## src/rtl/dmem_responder.sv

```systemverilog
// Word-addressed data memory with fixed wait states for the pipeline M stage.
// Optional misaligned-access checking (MemErrM port) is enabled by defining DMEM_MISALIGN_CHK_EN.
module dmem_responder #(
  parameter int AW          = 6,
  parameter int WAIT_CYCLES = 2
) (
  input  logic        clk,
  input  logic        reset,
  input  logic        MemReadM,
  input  logic        MemWriteM,
  input  logic [31:0] ALUOutM,
  input  logic [31:0] WriteDataM,
  output logic [31:0] ReadDataM,
  output logic        MemReadyM,
  output logic        MemStallM
`ifdef DMEM_MISALIGN_CHK_EN
  ,
  output logic        MemErrM
`endif
);

  typedef enum logic [1:0] {IDLE, BUSY, DONE} state_t;

  // BUSY counts down from WAIT_CYCLES-2 so the access lands on the edge into DONE.
  localparam logic [3:0] CNT_INIT = (WAIT_CYCLES > 1) ? 4'(WAIT_CYCLES - 2) : 4'd0;

  state_t         state_q, state_d;
  logic [3:0]     cnt_q, cnt_d;
  logic [AW-1:0]  addr_q, addr_d;
  logic [31:0]    data_q, data_d;
  logic           write_q, write_d;
  logic           misal_q, misal_d;
  logic [31:0]    rdata_q, rdata_d;

  logic [31:0]    mem [2**AW];

  logic           req;
  logic           misal_in;
  logic           do_access;
  logic [AW-1:0]  acc_idx;
  logic [31:0]    acc_data;
  logic           acc_write;
  logic           acc_misal;
  logic           mem_we;
  logic           addr_unused;

  assign req = MemReadM | MemWriteM;

`ifdef DMEM_MISALIGN_CHK_EN
  assign misal_in = (ALUOutM[1:0] != 2'b00);
`else
  assign misal_in = 1'b0;
`endif

  // Upper address bits alias onto the array.
  assign addr_unused = ^{ALUOutM[31:AW+2], ALUOutM[1:0]};

  // NOTE: every output of this block gets a default first so no path can infer a latch.
  always_comb begin
    state_d   = state_q;
    cnt_d     = cnt_q;
    addr_d    = addr_q;
    data_d    = data_q;
    write_d   = write_q;
    misal_d   = misal_q;
    do_access = 1'b0;
    acc_idx   = addr_q;
    acc_data  = data_q;
    acc_write = write_q;
    acc_misal = misal_q;
    unique case (state_q)
      IDLE: begin
        if (req) begin
          addr_d  = ALUOutM[AW+1:2];
          data_d  = WriteDataM;
          write_d = MemWriteM;
          misal_d = misal_in;
          if (WAIT_CYCLES == 1) begin
            do_access = 1'b1;
            acc_idx   = ALUOutM[AW+1:2];
            acc_data  = WriteDataM;
            acc_write = MemWriteM;
            acc_misal = misal_in;
            state_d   = DONE;
          end else begin
            cnt_d   = CNT_INIT;
            state_d = BUSY;
          end
        end
      end
      BUSY: begin
        if (cnt_q != 4'd0) begin
          cnt_d = cnt_q - 4'd1;
        end else begin
          do_access = 1'b1;
          state_d   = DONE;
        end
      end
      DONE:    state_d = IDLE;
      default: state_d = IDLE;
    endcase
  end

  // A reset on the access edge must discard the store.
  assign mem_we = do_access & acc_write & ~acc_misal & ~reset;

  always_comb begin
    rdata_d = rdata_q;
    if (do_access && !acc_write) begin
      rdata_d = acc_misal ? 32'h0 : mem[acc_idx];
    end
  end

  // NOTE: sequential state uses non-blocking assignments so all registers update together.
  always_ff @(posedge clk) begin
    if (reset) begin
      state_q <= IDLE;
      cnt_q   <= 4'd0;
      addr_q  <= '0;
      data_q  <= 32'h0;
      write_q <= 1'b0;
      misal_q <= 1'b0;
      rdata_q <= 32'h0;
    end else begin
      state_q <= state_d;
      cnt_q   <= cnt_d;
      addr_q  <= addr_d;
      data_q  <= data_d;
      write_q <= write_d;
      misal_q <= misal_d;
      rdata_q <= rdata_d;
    end
  end

  // NOTE: the memory array has no reset; its contents survive reset and stay uninitialised at power-up.
  always_ff @(posedge clk) begin
    if (mem_we) begin
      mem[acc_idx] <= acc_data;
    end
  end

  assign ReadDataM = rdata_q;
  assign MemReadyM = (state_q == DONE);
  assign MemStallM = req & ~MemReadyM;

`ifdef DMEM_MISALIGN_CHK_EN
  assign MemErrM = (state_q == DONE) & misal_q;
`endif

endmodule
```

## config.mk

```make
export PLATFORM = sky130hd
export DESIGN_NAME = dmem_responder
export DESIGN_NICKNAME = d
export VERILOG_FILES = /design/src/rtl/dmem_responder.sv
export SDC_FILE = /design/constraint.sdc
export NUM_CORES = 2
export LEC_CHECK = 0
export CORE_UTILIZATION = 45
export DETAILED_ROUTE_END_ITERATION = 6
export GPL_ROUTABILITY_DRIVEN = 0
export PLACE_DENSITY = 0.66
export SKIP_LAST_GASP = 1
export SYNTH_ARGS = -nofsm -noshare
export SYNTH_HDL_FRONTEND = slang
export SYNTH_SLANG_ARGS = --single-unit
```

## constraint.sdc

```tcl
create_clock -name clk -period 5.1 [get_ports clk]
set_clock_uncertainty 0.05 [all_clocks]
set_input_delay 0.765 -clock clk [delete_from_list [all_inputs] [get_ports clk]]
set_output_delay 0.765 -clock clk [all_outputs]
set_load 0.1 [all_outputs]
```

# --- After elaboration in Yosys (flattened, before gate mapping) ---
# Memories as Yosys holds them, arrays and structs flattened. A register that Yosys moved wholly into a read port is not among the register bits.
# Index checks and enable logic that the tools add are counted.
classes:
  addsub: 1
  eq_ne: 5
  n_mux: 10
  bitwise_logic: 6
  n_reduce_logical: 8
op_table:
  columns: ["op", "count"]
  rows:
  - ["$mux 4", 2]
  - ["$pmux 4 s2", 1]
  - ["$ne 2x2->1 const B", 3]
  - ["$mux 1", 4]
  - ["$mux 2", 2]
  - ["$pmux 2 s2", 1]
  - ["$reduce_and 2->1", 2]
  - ["$reduce_bool 4->1", 1]
  - ["$sub 4x1->4 const B", 1]
  - ["$and 1x1->1", 3]
  - ["$reduce_and 3->1", 1]
  - ["$eq 2x1->1 const B", 1]
  - ["$eq 2x2->1 const B", 1]
  - ["$logic_not 2->1", 1]
  - ["$not 1->1", 2]
  - ["$reduce_bool 2->1", 1]
  - ["$logic_and 1x1->1", 1]
  - ["$logic_not 1->1", 1]
  - ["$or 1x1->1", 1]
totals:
  register_bits: 45
  ram_bits: 2048
  input_bits: 68
  out_inout_bits: 34
  wordCells: 36
  memories: 1
memory_table:
  columns: ["memory", "words", "width", "rd", "rd_ports_with_merged_regs", "write_ports", "line", "rtl"]
  rows:
  - ["mem", 64, 32, 1, 1, 1, "35", "logic [31:0] mem [2**AW];"]

# --- Depth between registers and ports, before layout ---
depth:
  ltp_word: 7
  mapped_depth: 11
  ltp_nobuf: 8

# --- Least setup slack after synthesis ---
# No wires, ideal clock.
synth_timing:
  path_type: "input to register"
  from: "input reset"
  to: "memory mem[10][0], enable pin"
  setup_ps: 421
  arrival_time_ps: 3098
  required_time_ps: 4629
  path_slack_ps: 1531
  cell_stages: 6
  path_buffers: 1
  path_cell_list: "clkbuf_1 -> nor3_1 -> and2_1 -> nor2b_1 -> nand2_1 -> nor2_1"
synth_between:
  elab_chain_cells: 4
synth_lines:
  columns: ["item", "line", "rtl"]
  rows:
  - ["from (decl)", "8", "input logic reset,"]
  - ["$not 1->1", "105", "assign mem_we = do_access & acc_write & ~acc_misal & ~reset;"]
  - ["$and 1x1->1", "105", null]
  - ["$mux 1", "137", "if (mem_we) begin"]
  - ["$mux 1 (not written as such)", "138", "mem[acc_idx] <= acc_data;"]
  - ["to (decl)", "35", null]
# Every way passes these cells.

# --- Worst setup path in the final report ---
layout_timing:
  from: "register addr_q[1], in the netlist acc_idx[1]"
  to: "memory mem[50][0], enable pin"
layout_lines:
  columns: ["item", "line", "rtl"]
  rows:
  - ["from (decl)", "29", "logic [AW-1:0] addr_q, addr_d;"]
  - ["from (signal assigned)", "127", "addr_q <= addr_d;"]
# Straight into the memory's write port.

==> results.tsv <==
metric	value	unit
syn_nets	4487	
numCtsBuffers	203	
worstSetupPathType	flop to flop	
ant_nets	0	
clkSinkCount	2125	
min_period	3930	ps
wl_per_cell	31.4	um
root_buffer	clkbuf_16	
synth.distinct_cells	71	
yosysWarnings	0	
fillers	14100	
clk_pin_slew	60	ps
synth_compound_area_share	7.70	%
die_h	427	um
core	179000	um^2
grt_pass1_wl	317000	um
tightest_slew	1300	ps
nNetsFinal	4680	
syn_area	81400	um^2
dr.pass1.iters	5	
fp-row-count	155	
ys_ff_latch	2125	
ios	102	
maxSlewViolCount	0	
critical_path_required	5590	ps
cellLeakagePower	28.9	nW
rsz0062_at_grt	false	
final_cell_mix	2048 x edfxtp_1, 424 x mux2i_1, 220 x a22oi_1	
dp_hpwl	129000	um
wl_met1	88700	um
cap_violations	0	
grt_util_all_layers	24.4	%
startpoint_type	flop	
fin_crit_sh	77.1	%
hold_path_class	input pin to flop	
fp.dieArea	183000	um^2
regArea	63100	um^2
synthCells	4418	
cts_tree	built	
holdBufCountCts	0	
antenna_found_initial	2	
drtIter0Drc	5991	
final_util	51.6	%
critical_path_buf_inv_count	1	
met3_wirelength	22500	um
yosysSeqAreaShare	77.4	%
crit_chain	and2b_4 > nand2_1 > nor2_4 > buf_4	
synthFlopType	edfxtp_1	
initial_core_util	45.5	%
max_stage_delay	860	ps
synth-simple-area-share	2.56	%
first_global_vias	42900	
area_growth	13.6	%
synth_async_sr_flop_share	0	%
path_delay_family	simple AND/OR/NAND/NOR gates	
synth_adder_area_share	0.0154	%
drive_gt1_share	17.3	%
crit_fanout	35	
top_layer	met5	
hold_violations	0	
post_cts_resized	0	
setup_violations	0	
fmax	254	MHz
vias_per_cell	6.25	
ir_drop	0.347	mV
cts_buffer_depth	3	
grt-ovfl-total	0	
synth_edf_count	2048	
multiInputGateArea	17100	um^2
avgSynthCellArea	18.4	um^2
cp-end-kind	flop	
port_buffers	75	
num_vias	44600	
clk_latency	840	ps
status	finished, final reports clean	
drcViolationCount	0	
grt_max_degree	109	
cp.arrival	4420	ps
cpMaxStageDelayCell	dfxtp_4	
cts_setup_buffers	0	
die_x	427	um
fin_tns_setup	0	ps
synth_xor_area_share	0.0215	%
synth_top_family_by_area	multiplexers	
slew_headroom	13.3	%
synthMuxAreaShare	9.99	%
h-tree-depth	4	
wl	224000	um
met2_length	106000	um
power-per-cell-area	405	nW/um^2
final_common_cell	edfxtp_1	
-- flip-flops by register name, summed over array words and instances, names as in the netlist --
| name | cells |
|---|---|
| ReadDataM | 32 |
| acc_data | 32 |
| acc_idx | 6 |
| acc_write | 1 |
| cnt_q | 4 |
| mem | 2048 |
| state_q | 2 |
-- layer usage --
| layer | vias up | global-route usage [%] |
|---|---|---|
| li1 | 18500 | - |
| met1 | 23200 | 34.5 |
| met2 | 2537 | 38.1 |
| met3 | 390 | 4.54 |
| met4 | 2 | 8.45 |
| met5 | - | 0 |
-- synth_stat cells (27+ instances only) --
cell type | n | area share [%]
nor2_1 | 189 | 0.87
o21ai_0 | 107 | 0.66
buf_2 | 99 | 0.61
a221oi_1 | 187 | 2.0
nand2_1 | 140 | 0.65
buf_4 | 70 | 0.65
edfxtp_1 | 2048 | 76
mux2_2 | 46 | 0.64
nand3_1 | 69 | 0.42
a21oi_1 | 161 | 0.99
clkbuf_1 | 77 | 0.36
o22ai_1 | 79 | 0.61
a22o_1 | 27 | 0.29
mux2i_1 | 424 | 5.2
a31oi_1 | 30 | 0.23
buf_6 | 37 | 0.51
dfxtp_1 | 77 | 1.9
a22oi_1 | 220 | 2.0
mux4_2 | 149 | 4.1
-- worst register-to-register path, stage by stage (launching register included) --
cell and delay, ps:
dfxtp_4 860, and2b_4 770, nand2_1 780, nor2_4 850, buf_4 330
-- metrics by stage --
step	setup WS, ps	cell area, um^2	power (mW)	instances	hold WS [ps]
after floorplan	1530	81400	21.8	4418	407
after global placement	1090	85900	22.9	6761	395
after detailed placement	1040	85900	23.0	6761	395
after CTS	1160	92400	37.5	7141	258
after global routing	988	92400	38.3	7141	305
final	1170	92400	37.4	7143	325
-- final timing paths --
check,from,end,slack [ps],depth (start not counted)
worst min register to register,acc_data[25],acc_data[25],400,2
worst max-delay path,acc_idx[1],mem[50][0],1170,4
worst max register to register,acc_idx[1],mem[50][0],1170,4
worst min-delay path,reset,acc_data[0],320,2
-- kinds of logic (layout without fill, tap and decap cells) --
logic type / Yosys count / in the layout
AOI/OAI and AO/OA: 893 / 893
xor gates and xnor gates: 2 / 2
adders and majority gates: 1 / 1
buffers and inverters: 305 / 673
DFF: 2125 / 2125
muxes: 620 / 620
other: 0 / 2
and+or+nand+nor: 472 / 472
-- power breakdown --
| group | leakage, nW | internal, mW | switching, mW |
|---|---|---|---|
| Clock | 3.17 | 8.32 | 6.43 |
| Sequential | 19.6 | 19.4 | 0.189 |
| Combinational | 6.14 | 0.928 | 2.16 |
-- final cells by class --
cell class	instances	area share [%]
antenna	2	0.00541
inverter	5	0.0230
sequential	2125	68.3
clock inverter	100	0.973
tap	2355	3.19
timing repair buffer	288	2.96
clock buffer	280	6.08
multi-input combinational	1988	18.5
No activity file was read; power rests on OpenSTA's default activity.
